===== src/rtl/mux_sel_ctrl.sv =====
// Select-line controller for the 2:1 mux: synchronizes and debounces a pushbutton and toggles sel_o on each press.
// Optional build macro AUTO_TOGGLE_EN adds a periodic auto-toggle every AUTO_PERIOD unheld cycles.
module mux_sel_ctrl #(
  parameter int DEBOUNCE_CYCLES = 4,
  parameter int CNT_W           = 16,
  parameter int AUTO_PERIOD     = 8
) (
  input  logic clk_i,
  input  logic rst_i,
  input  logic btn_i,
  input  logic hold_i,
  output logic db_btn_o,
  output logic sel_o,
  output logic sel_changed_o
);

  typedef enum logic {
    SEL_A = 1'b0,
    SEL_B = 1'b1
  } sel_state_e;

  localparam logic [CNT_W-1:0] DB_LAST = CNT_W'(DEBOUNCE_CYCLES - 1);

  if (DEBOUNCE_CYCLES < 1) begin : g_chk_debounce
    $error("DEBOUNCE_CYCLES must be >= 1");
  end
  if (AUTO_PERIOD < 2) begin : g_chk_auto
    $error("AUTO_PERIOD must be >= 2");
  end

  logic             sync1_q, sync2_q;
  logic [CNT_W-1:0] db_cnt_q, db_cnt_d;
  logic             db_btn_q, db_btn_d;
  logic             db_prev_q;
  sel_state_e       state_q, state_d;
  logic             sel_changed_q, sel_changed_d;
  logic             press_req;
  logic             btn_toggle;
  logic             do_toggle;

  always_ff @(posedge clk_i or posedge rst_i) begin
    if (rst_i) begin
      sync1_q <= 1'b0;
      sync2_q <= 1'b0;
    end else begin
      sync1_q <= btn_i;
      sync2_q <= sync1_q;
    end
  end

  // A single cycle of agreement restarts the count, so glitches shorter than the window never pass.
  always_comb begin
    db_cnt_d = '0;
    db_btn_d = db_btn_q;
    if (sync2_q != db_btn_q) begin
      if (db_cnt_q == DB_LAST) begin
        db_btn_d = sync2_q;
      end else begin
        db_cnt_d = db_cnt_q + CNT_W'(1);
      end
    end
  end

  always_ff @(posedge clk_i or posedge rst_i) begin
    if (rst_i) begin
      db_cnt_q  <= '0;
      db_btn_q  <= 1'b0;
      db_prev_q <= 1'b0;
    end else begin
      db_cnt_q  <= db_cnt_d;
      db_btn_q  <= db_btn_d;
      db_prev_q <= db_btn_q;
    end
  end

  assign press_req  = db_btn_q & ~db_prev_q;
  assign btn_toggle = press_req & ~hold_i;

`ifdef AUTO_TOGGLE_EN
  localparam logic [CNT_W-1:0] AUTO_LAST = CNT_W'(AUTO_PERIOD - 1);

  logic [CNT_W-1:0] auto_cnt_q, auto_cnt_d;
  logic             auto_toggle;

  // Counter freezes under hold, so a terminal count reached while held fires once hold drops.
  assign auto_toggle = (auto_cnt_q == AUTO_LAST) & ~hold_i;
  assign do_toggle   = btn_toggle | auto_toggle;

  always_comb begin
    auto_cnt_d = auto_cnt_q;
    if (do_toggle) begin
      auto_cnt_d = '0;
    end else if (!hold_i) begin
      auto_cnt_d = auto_cnt_q + CNT_W'(1);
    end
  end

  always_ff @(posedge clk_i or posedge rst_i) begin
    if (rst_i) begin
      auto_cnt_q <= '0;
    end else begin
      auto_cnt_q <= auto_cnt_d;
    end
  end
`else
  assign do_toggle = btn_toggle;
`endif

  always_comb begin
    state_d       = state_q;
    sel_changed_d = 1'b0;
    case (state_q)
      SEL_A: begin
        if (do_toggle) begin
          state_d       = SEL_B;
          sel_changed_d = 1'b1;
        end
      end
      SEL_B: begin
        if (do_toggle) begin
          state_d       = SEL_A;
          sel_changed_d = 1'b1;
        end
      end
      default: begin
        state_d = SEL_A;
      end
    endcase
  end

  always_ff @(posedge clk_i or posedge rst_i) begin
    if (rst_i) begin
      state_q       <= SEL_A;
      sel_changed_q <= 1'b0;
    end else begin
      state_q       <= state_d;
      sel_changed_q <= sel_changed_d;
    end
  end

  assign db_btn_o      = db_btn_q;
  assign sel_o         = (state_q == SEL_B);
  assign sel_changed_o = sel_changed_q;

endmodule

===== config.mk =====
export PLATFORM = sky130hd
export DESIGN_NAME = mux_sel_ctrl
export DESIGN_NICKNAME = d
export VERILOG_FILES = /design/src/rtl/mux_sel_ctrl.sv
export SDC_FILE = /design/constraint.sdc
export NUM_CORES = 1
export LEC_CHECK = 0
export CORE_MARGIN = 2
export CORE_UTILIZATION = 30
export DETAILED_ROUTE_END_ITERATION = 8
export PLACE_DENSITY = 0.45
export REMOVE_ABC_BUFFERS = 1
export SYNTH_ARGS = -nofsm -noshare
export SYNTH_HDL_FRONTEND = slang
export SYNTH_SLANG_ARGS = --single-unit

===== constraint.sdc =====
create_clock -name clk_i -period 1.8 [get_ports clk_i]
set_clock_uncertainty 0.2 [all_clocks]
set_input_delay 0.27 -clock clk_i [delete_from_list [all_inputs] [get_ports clk_i]]
set_output_delay 0.27 -clock clk_i [all_outputs]
set_load 0.01 [all_outputs]

==> Word level (Yosys, flattened, before mapping) <==
Cells that the tools add are included.
W data, S select, Z words.
{ "totals": {"register_bits": 22, "inputBits": 4} }
{ "op_classes": {"add_sub_neg": 1, "n_eq_ne": 2, "mux": 5, "bitwise_logic": 5, "reduce_logical": 1} }
{ "op_table": {"columns": ["operator", "n"], "rows": [
  ["$mux W16", 2],
  ["$add A16 B1 Y16 const B", 1],
  ["$eq A16 B2 Y1 const B", 1],
  ["$not A1 Y1", 3],
  ["$and A1 B1 Y1", 2],
  ["$mux W1", 2],
  ["$pmux W1 S2", 1],
  ["$reduce_and A2 Y1", 1],
  ["$ne A1 B1 Y1", 1]
]} }

==> Logic depth before layout (Yosys ltp) <==
Gate-level depths: netlist of the first run.
{ "logic_depth": {"depth_word": 5, "ltp_mapped": 6, "ltp_nobuf": 5} }

==> Worst setup path before layout of the first run <==
No wires, ideal clock.
{ "synth_timing": {"path_type": "register to register", "from": "reg db_cnt_q[0]", "to": "reg db_cnt_q[10]", "arrival_time_ns": 1.483, "required_ns": 1.468, "path_slack_ns": -0.015, "path_stages_with_launch": 7, "period_less_slack_ns": 1.815, "cell_sequence": "dfrtp_1 -> ha_1 -> nor4b_1 -> nand4_1 -> nand2_1 -> clkbuf_1 -> nor2_1"} }
{ "synth_between": {"elab_chain_len": 3} }
{ "synth_rtl": {"columns": ["element", "line_no", "source"], "rows": [
  ["start: declaration", "32", "logic [CNT_W-1:0] db_cnt_q, db_cnt_d;"],
  ["start signal: assignment", "70", "db_cnt_q <= db_cnt_d;"],
  ["$add A16 B1 Y16 / $eq A16 B2 Y1 (equally long branches)", "59, 56", null],
  ["$mux W16 (*)", "56", "if (db_cnt_q == DB_LAST) begin"],
  ["$mux W16 (*)", "55", "if (sync2_q != db_btn_q) begin"],
  ["named net db_cnt_d[10]", "32", null]
]} }
Mark *: on every way through the listed nets, which the timed path passes. The rest lies on a longest branch.
A chain may end at the register's enable or synchronous reset.

==> Worst setup path in the final report of the first run <==
{ "layout_timing": {"from": "reg db_cnt_q[5]", "to": "reg db_cnt_q[15]"} }
The elaborated chain is that of the path after synthesis.

==> results of run 1 <==
[area by class of cell]
cell class	count	area share, %
sequential	22	45.5
multi-input combinational	63	34.1
timing repair buffer	17	11.9
tap	44	4.52
clock buffer	4	2.98
inverter	3	0.925
[worst reg2reg max path, stage by stage (launching register included)]
cell and delay [ns]:
sky130_fd_sc_hd__dfrtp_2 0.45, sky130_fd_sc_hd__nand4_4 0.11, sky130_fd_sc_hd__or3_4 0.42, sky130_fd_sc_hd__or3_1 0.35, sky130_fd_sc_hd__a21oi_1 0.15
[synth_stat cells]
cell type                  instances  area (sq um)
sky130_fd_sc_hd__dfrtp_1          22           551
sky130_fd_sc_hd__nor2_1           14          52.6
sky130_fd_sc_hd__xnor2_1           9          78.8
sky130_fd_sc_hd__nand3_1           6          30.0
sky130_fd_sc_hd__xor2_1            5          43.8
sky130_fd_sc_hd__nor4_1            4          25.0
sky130_fd_sc_hd__inv_1             3          11.3
sky130_fd_sc_hd__nand2_1           3          11.3
sky130_fd_sc_hd__nand4_1           3          18.8
sky130_fd_sc_hd__nor3_1            3          15.0
sky130_fd_sc_hd__a21oi_1           2          10.0
sky130_fd_sc_hd__and3_1            2          12.5
sky130_fd_sc_hd__clkbuf_1          2          7.51
sky130_fd_sc_hd__o21ai_0           2          10.0
sky130_fd_sc_hd__or3_1             2          12.5
sky130_fd_sc_hd__and2b_2           1          8.76
sky130_fd_sc_hd__and3_2            1          7.51
sky130_fd_sc_hd__ha_1              1          12.5
sky130_fd_sc_hd__mux2_2            1          11.3
sky130_fd_sc_hd__nand4_4           1          21.3
sky130_fd_sc_hd__nor3b_1           1          7.51
sky130_fd_sc_hd__nor4b_1           1          8.76
sky130_fd_sc_hd__or3_4             1          11.3
[timing repair]
item | 4_1_cts | 5_1_grt
gates resized for setup | 0 | 5
setup buffers | 0 | 2
setup endpoints to repair | 0 | 12
[logic make-up after synthesis]
group                      after synthesis
and+or+nand+nor                         43
muxes                                    1
buffers and inverters                    5
DFF                                     22
xor gates and xnor gates                14
AOI/OAI and AO/OA                        4
adders and majority gates                1
[sequential cells by signal (all words and copies together), names as in the netlist]
register and flops:
db_cnt_q 16, sel_changed_o 1, db_btn_o 1, sync2_q 1, db_prev_q 1, sync1_q 1, sel_o 1
[routing by layer]
layer  GRT usage (%)  routed length, um  vias up
met4            6.52                 36        0
met1            15.6                858      327
met5               0                  0        -
met2            18.8                819        9
met3            3.57                 69        5
li1                -                  -      349
[where the power goes]
group,leakage (nW),internal (mW),total [mW],switching (mW)
logic,0.225,0.171,0.318,0.147
clock network,0.0210,0.124,0.278,0.155
registers,0.289,0.562,0.614,0.0515
total,0.535,0.857,1.21,0.353
[worst paths after layout]
| check | cells after the start | slack, ns | end |
|---|---|---|---|
| max | 4 | 0.05 | db_cnt_q[15] |
| min | 3 | 0.07 | db_cnt_q[7] |
| max reg2reg | 4 | 0.05 | db_cnt_q[15] |
| min reg2reg | 0 | 0.17 | sync2_q |
| max in group asynchronous | 3 | 1.09 | db_cnt_q[5] |
| min in group clk_i | 0 | 0.17 | sync2_q |
[stage by stage]
stage	power, mW	setup WS (ns)	instance area (sq um)	utilization, %
floorplan	0.760	0.0500	971	-
global placement	0.936	0.0248	1150	37.5
detailed placement	0.932	0.0371	1150	37.5
CTS	1.22	0.00148	1190	38.7
global route	1.30	-0.0175	1220	39.6
finish	1.21	0.0478	1220	39.6
==> results_tabular.tex, run 1 <==
\begin{tabular}{lr}
\hline
Metric & Value \\
\hline
\multicolumn{2}{l}{\textbf{Run status}} \\
Run status & complete, no violations \\
\multicolumn{2}{l}{\textbf{Placed design}} \\
Number of I/O port buffers & 6 \\
Detailed placer's ending HPWL & approximately 1300 um \\
Placed cell count & 147 \\
Placer Congestion & 0.754 \\
\multicolumn{2}{l}{\textbf{Die}} \\
I/O pin cnt & 7 \\
Die boundary height & 61.1 um \\
Floorplan core area & 3080 sq um \\
Initial cell density of the core & about a third \\
Number of standard-cell rows in the floorplan & 20 \\
Die Span X & roughly 61 um \\
Die area & 3730 sq um \\
\multicolumn{2}{l}{\textbf{STA}} \\
Hold\_ws & 0.0702 ns \\
Final hold viol count & 0 \\
Final setup fails & 0 \\
Actual slew at the worst max-slew pin & 0.308 ns \\
Count of pins over their slew limit & 0 \\
Period utilization & 97.3\% \\
Max transition margin & 79.3\% \\
Setup TNS & 0 ns \\
Peak clock frequency supported by timing & 571 MHz \\
Setup repair after global routing missed its margin & yes \\
Tmin final & 1.75 ns \\
\multicolumn{2}{l}{\textbf{Cells and area}} \\
Cell Count, Final, Fillers Out & roughly 150 \\
Filler Cells Inserted & 313 \\
Area growth syn-to-layout & 24.4\% \\
Final-stage net count & around 120 \\
Area occupied by multi-input gates & 415 sq um \\
Fraction of final layout cells with drive strength greater than 1 & 22.0\% \\
Most common cell after layout, fill and taps aside & sky130\_fd\_sc\_hd\_\_dfrtp\_1 \\
Most frequent cells in the layout & sky130\_fd\_sc\_hd\_\_dfrtp\_1, sky130\_fd\_sc\_hd\_\_nor2\_1, sky130\_fd\_sc\_hd\_\_buf\_4 \\
Sequential standard cell area & around 550 sq um \\
Ant diodes & 0 \\
\multicolumn{2}{l}{\textbf{Logic synthesis}} \\
Number of instances in the synthesized netlist & 90 \\
Area of the mapped netlist & 978 sq um \\
Simple-gate area share of the yosys netlist & 24.8\% \\
Mux share of post-synthesis cell area & 1.15\% \\
Mapped Avg Cell Area & 10.9 sq um \\
Yosys cell types & 23 \\
Post-Synth Adder-Cell Area & 1.28\% \\
Seq cells post-synth & 22 \\
Post-synthesis sequential area ratio & 56.3\% \\
Combinational family with the most area after synthesis & simple AND/OR/NAND/NOR gates \\
Xor and xnor area share after synthesis & 12.5\% \\
Synth Area in Compound Gates & 2.05\% \\
Total of warnings raised by yosys & 0 \\
\multicolumn{2}{l}{\textbf{Global routing}} \\
Global-route usage over all layers & 12.3\% \\
Antenna violations before repair & 0 \\
Overflow after GRT & 0 \\
Largest net degree at the start of global routing & 23 \\
First-pass GRT wire length & 3260 um \\
Vias in the first global route & 727 \\
\multicolumn{2}{l}{\textbf{Clock tree}} \\
Sink Count & 22 \\
Clock H-tree levels & 1 \\
Number of buffers created by CTS & 3 \\
Number of buffers inserted for hold repair after clock tree synthesis & 0 \\
Clock edge transition at the registers on the reported setup and hold paths & 0.13 ns \\
Later-pin clock latency in the skew report & 0.31 ns \\
Max Root-Sink Buffers & 2 \\
CTS tree & yes \\
CTS root buffer & sky130\_fd\_sc\_hd\_\_clkbuf\_4 \\
\multicolumn{2}{l}{\textbf{Critical path}} \\
Worst reg2reg path startpoint & db\_cnt\_q[5] \\
Crit path launch & db\_cnt\_q[5] \\
Critical Setup Path Class & flop to flop \\
Endpoint type of the worst setup path & flop \\
Worst path top cell family by delay & simple AND/OR/NAND/NOR gates \\
Slowest Stage Delay on Critical Path & 0.45 ns \\
Required time of the worst setup path & around 1.8 ns \\
Combined buffer and inverter count along the critical path & 0 \\
Startpoint Class & flop \\
CP arrival & approximately 1.8 ns \\
Ordered list of cells on the worst path & nand4\_4 > or3\_4 > or3\_1 > a21oi\_1 \\
Slowest cell on the critical path & sky130\_fd\_sc\_hd\_\_dfrtp\_2 \\
Maximum fanout count along the critical path & 5 \\
\multicolumn{2}{l}{\textbf{Power}} \\
Power per Cell Area & 994 nW/um\^{}2 \\
Static Leak & 0.535 nW \\
Worst vdd ir & around 0.00047 V \\
\multicolumn{2}{l}{\textbf{Detailed routing}} \\
Vias after detailed routing & 690 \\
Violation count after the first detailed-routing iteration & 11 \\
Via density & 4.51 \\
WL/cell & 11.7 um \\
Aggregate routed wire length & 1780 um \\
Post-route DRC & 0 \\
Length of the first detailed-routing pass in iterations & 3 \\
Residual antenna-violating net count after detailed routing & 0 \\
\multicolumn{2}{l}{\textbf{Worst hold path}} \\
Tightest Hold Check Type & primary input to async pin \\
\multicolumn{2}{l}{\textbf{Job}} \\
Number of maximum-capacitance constraint violations & 0 \\
\hline
\end{tabular}
No activity file was read; power rests on OpenSTA's default activity.
==> run 2, diff against run 1 <==
--- a/config.mk
+++ b/config.mk
@@ -5,6 +5,7 @@
 export SDC_FILE = /design/constraint.sdc
 export NUM_CORES = 1
 export LEC_CHECK = 0
+export CAP_MARGIN = 5
 export CORE_MARGIN = 2
 export CORE_UTILIZATION = 30
 export DETAILED_ROUTE_END_ITERATION = 8
==> results of run 2 <==
Final layout, timing and power as in run 1 (identical DEF).
==> patch 1 (config.mk and constraints of run 2) <==
The option `AUTO_TOGGLE_EN` is turned on by a define.
--- a/src/rtl/mux_sel_ctrl.sv
+++ b/src/rtl/mux_sel_ctrl.sv
@@ -1,4 +1,6 @@
 // Select-line controller for the 2:1 mux: synchronizes and debounces a pushbutton and toggles sel_o on each press.
 // Optional build macro AUTO_TOGGLE_EN adds a periodic auto-toggle every AUTO_PERIOD unheld cycles.
+`define AUTO_TOGGLE_EN
+
 module mux_sel_ctrl #(
   parameter int DEBOUNCE_CYCLES = 4,
Function: changed (Yosys sat finds a counterexample within 10 cycles, from zero or initial values and one cycle with rst_i high).
==> patch 1 against run 2 <==
The run now ends with negative setup slack left. Non-clock buffer count rose by 26. Via count is 120% higher. First-iteration DRC count increased to 3.0 times the old value. Area after synthesis increased by 88%. Count of clock-buffer cells in the layout increased by 2. Sequential cell count rose by 16. Setup slack worse by 0.088 ns. Routed wire length rose by 130%. Cell area is 110% higher. Global-route usage is 1.4 points higher. Maximum frequency shrank 4.8%. Total power is 130% higher.
==> patch 1: results (changes against run 2) <==
* Post-synthesis compound-gate area fraction at 2.31% (+0.26 points)
* Met2 usage in global routing at 23.5% (+4.6 points)
* Clk root buf: clkbuf_8
* Largest net degree at the start of global routing at 39 (+70%)
* Synth Area in XOR/XNOR at 12.8% (+0.30 points)
* Switching portion of total power at 28.3% (-0.93 points)
* Met3 Use GR at 3.26% (-0.31 points)
* Adder-cell area share of the yosys netlist at 1.36% (+0.079 points)
* Max incr delay on CP at 0.51 ns (+0.06 ns)
* First-pass GRT wire length at 6960 um (+110%)
* Crit path DAT at 1.87 ns (+0.08 ns)
* Logic pwr share at 27.5% (+1.2 points)
* Ranking of synthesized cells by area: dfrtp_1, xnor2_1, nor2_1
* Layout cell share with drive strength beyond 1 at 32.3% (+10 points)
* Met1 Use GR at 16.6% (+0.93 points)
* Worst-Skew Late Latency at 0.29 ns (-0.02 ns)
* Placed insts at 290 (+97%)
* Vias at 1488 (+120%)
* FILL cells at 563 (+80%)
* Nets at 231 (+100%)
* Routed WL per cell at 13.6 um (+16%)
* Routed wl met2 at 2150 um (+160%)
* Mux contribution to synthesized area at 1.15% (+0.0032 points)
* Reg clk slew, reported paths at 0.08 ns (-0.05 ns)
* Fin worst setup slack at -0.0398 ns (-0.0876 ns)
* Peak supply drop at 0.000511 V (+8.1%)
* Pre-antenna DRT Iters at 4 (+1)
* Pleak at 1.08 nW (+100%)
* Final-report setup violation count at 3 (+3)
* CTS Buf Count at 5 (+2)
* Yosys cell types at 30 (+30%)
* Sequential area share after synthesis at 51.6% (-4.7 points)
* RePlAce Congestion at 0.836 (+11%)
* Worst-margin pin slew at 0.349 ns (+0.0419 ns)
* Hold Path Class: input port to asynchronous set/reset pin
* Clk network pwr share at 32.9% (+9.9 points)
* Post-synth top cells: dfrtp_1, nor2_1, xnor2_1, nor4_1, xor2_1
* Total track usage at 13.7% (+1.4 points)
* WL met1 at 1780 um (+110%)
* Slowest-stage cell, CP: or4_4
* Status: finished, violations left
* Via/cell ratio at 4.94 (+9.6%)
* DR iter-0 viols at 33 (+22)
* Final HPWL DP at 2870 um (+120%)
* Failing checks: negative setup slack
* Routed length on met3 at 105 um (+52%)
==> patch 1: cell types whose count changed after synthesis, sizes merged, moves of 3 or more <==
cell,delta
xnor2,+7
nor4,+8
a21oi,+3
nor2,+18
dfrtp,+16
nor3,+3
xor2,+6
nand4,+5
or4,+3
and4,+5
nand3,+3
nand2,+6
==> patch 1: per-stage QoR <==
stage | setup slack, ns | instance area [um^2] | power [W]
4_1_cts | -0.0585 | 2400 | 0.00269
3_5_place_dp | -0.374 | 2230 | 0.00176
6_report | -0.0398 | 2530 | 0.00275
5_1_grt | -0.121 | 2530 | 0.00291
3_3_place_gp | -0.340 | 2230 | 0.00174
2_1_floorplan | -0.273 | 1800 | 0.00140
==> patch 1: cell type report <==
class                   instances  area, um^2  share of cell area, %
clock buffers                   6        82.6                   3.26
clock inverters                 2        60.1                   2.37
inverters                       2        7.51                  0.296
multi-input cells             135         971                   38.3
flip-flops and latches         38         953                   37.6
well taps                      75        93.8                   3.71
repair buffers                 43         364                   14.4
==> patch 1: final timing paths <==
kind,to,slack [ns],depth (start not counted),from
worst max-delay path,auto_cnt_q[14]$_DFFE_PP0P_,-0.04,5,auto_cnt_q[0]$_DFFE_PP0P_
worst min-delay path,sync1_q$_DFF_PP0_,0.13,3,rst_i
worst max register to register,auto_cnt_q[14]$_DFFE_PP0P_,-0.04,5,auto_cnt_q[0]$_DFFE_PP0P_
worst min register to register,sync2_q$_DFF_PP0_,0.16,0,sync1_q$_DFF_PP0_
max in group asynchronous,db_btn_o$_DFFE_PP0P_,1.07,3,rst_i
min in group clk_i,sync2_q$_DFF_PP0_,0.16,0,sync1_q$_DFF_PP0_
==> patch 1: what timing repair did <==
item	in CTS	in global routing
resized for setup	5	27
buffers inserted	2	1
endpoints found under the setup margin	4	29
pin swaps	8	8
==> patch 2 (config.mk and constraints of run 2) <==
Made on the original files. The output `sel_changed_o` loses its register stage (`sel_changed_q` becomes a continuous assignment).
--- a/src/rtl/mux_sel_ctrl.sv
+++ b/src/rtl/mux_sel_ctrl.sv
@@ -132,10 +132,10 @@
     if (rst_i) begin
       state_q       <= SEL_A;
-      sel_changed_q <= 1'b0;
     end else begin
       state_q       <= state_d;
-      sel_changed_q <= sel_changed_d;
     end
   end
+
+  assign sel_changed_q = sel_changed_d;
 
   assign db_btn_o      = db_btn_q;
Check against the original RTL: not equivalent (a bounded check fails within 10 cycles, from zero or initial values and one cycle with rst_i high).
==> patch 2 against run 2 <==
Non-clock buffer count is 5 higher. Cell area increased by 2.8%. Total power fell by 4.0%. Area after synthesis is 2.6% lower. First-iteration DRC count increased by 150%. Count of clock-buffer cells in the layout down 1. Routed wire length increased by 3.5%. Setup slack better by 0.024 ns. Sequential cell count decreased by 1.
==> patch 2: results (changes against run 2) <==
* Number of global-route vias before repair at 711 (-2.2%)
* Flop-to-flop setup slack at 0.07 ns (+0.02 ns)
* Nets at 119 (+3.5%)
* Max reg flops at 16 (unchanged)
* FILL cells at 311 (-0.64%)
* Worst reg2reg path startpoint: db_cnt_q[1]$_DFF_PP0_
* Slowest-stage cell, CP: dfrtp_1
* WL met1 at 895 um (+4.3%)
* Ranking of synthesized cells by area: dfrtp_1, xnor2_1, nor2_1
* Post-synth top cells: dfrtp_1, nor2_1, xnor2_1, nand3_1, xor2_1
* Met1 Use GR at 17.6% (+2.0 points)
* Post-synthesis cell count at 89 (-1.1%)
* Inserted Diodes at 0 (unchanged)
* DR iter-0 viols at 27 (+16)
* Max incr delay on CP at approximately 0.44 ns
* Hold Path Class: input port to asynchronous set/reset pin
* Post-DP Area at 1150 um^2 (-0.22%)
* Non-filler cells, final at 157 (+2.6%)
* Met2 usage in global routing at 18.5% (-0.37 points)
* Reg clk slew, reported paths at 0.12 ns
* Routed wl met2 at 897 um (+9.5%)
* Synth async-reset ratio at 100% (unchanged)
* Total track usage at 12.5% (+0.22 points)
* H-tree levels at 1 (unchanged)
* Final wirelength at 1850 um (+3.5%)
* Sequential area share after synthesis at 55.1% (-1.1 points)
* Most used DFF post-synth: dfrtp_1
* Layout cell share with drive strength beyond 1 at 30.1% (+8.1 points)
* Crit path DAT at 1.77 ns (-0.02 ns)
* Reg with most FFs: db_cnt_q
* Top cell family by delay on the critical path: simple AND/OR/NAND/NOR gates
* Pre-antenna DRT Iters at 4 (+1)
* Status: complete, no violations
* Placed insts at 149 (+1.4%)
* Routed length on met3 at 31 um (-55%)
* Final hold slack at 0.0843 ns (+0.0142 ns)
* Worst-Skew Late Latency at around 0.30 ns
* Largest net degree at the start of global routing at 22 (-4.3%)
* CP max FO at 5 (unchanged)
* Final HPWL DP at 1340 um (+2.7%)
* PortBufs at 6 (unchanged)
* RePlAce Congestion at 0.764 (+1.4%)
* Fin Setup TNS at 0 ns (unchanged)
* Met3 Use GR at 2.56% (-1.0 points)
* Pleak at 0.541 nW (+1.2%)
* Slew Limit Headroom at 79.8% (+0.45 points)
* Tcrit/Tclk final at 96.0% (-1.3 points)
* First-pass GRT wire length at 3330 um (+2.1%)
* Worst slack, placed at -0.189 ns (-0.226 ns)
* Via/cell ratio at 4.62 (+2.4%)
* Peak supply drop at 0.000646 V (+37%)
* Hold Fails Final Rpt at 0 (unchanged)
* Kind of critical path: flop to flop
patch 2: changes by cell type after synthesis, sizes merged:
cell / change
dfrtp: -1
patch 2: area by class of cell:
class                   count  area [um^2]  share of cell area, %
flip-flops and latches     21          532                   42.5
multi-input cells          63          448                   35.8
repair buffers             22          178                   14.2
well taps                  44         55.1                   4.40
clock buffers               3         22.5                   1.80
inverters                   3         11.3                  0.900
clock inverters             1         5.00                  0.400
patch 2: what timing repair did:
item,CTS,global route
resized for setup,3,10
endpoints found under the setup margin,17,17
pin swaps,0,3
setup buffers,0,4
patch 2: cell families (layout without fill, tap and decap cells):
group	after synthesis	in the layout	synth area share [%]
xor+xnor	14	14	12.9
flops	21	21	55.1
fa+ha+maj	1	1	1.31
mux	1	1	1.18
compound gates	4	4	2.10
buf+inv	5	29	1.97
simple gates	43	43	25.5
patch 2: where the power goes:
group | switching [W] | leakage, nW | internal (W)
sequential | 0.0000525 | 0.273 | 0.000536
combinational | 0.000165 | 0.251 | 0.000184
clock | 0.000142 | 0.0177 | 0.0000828
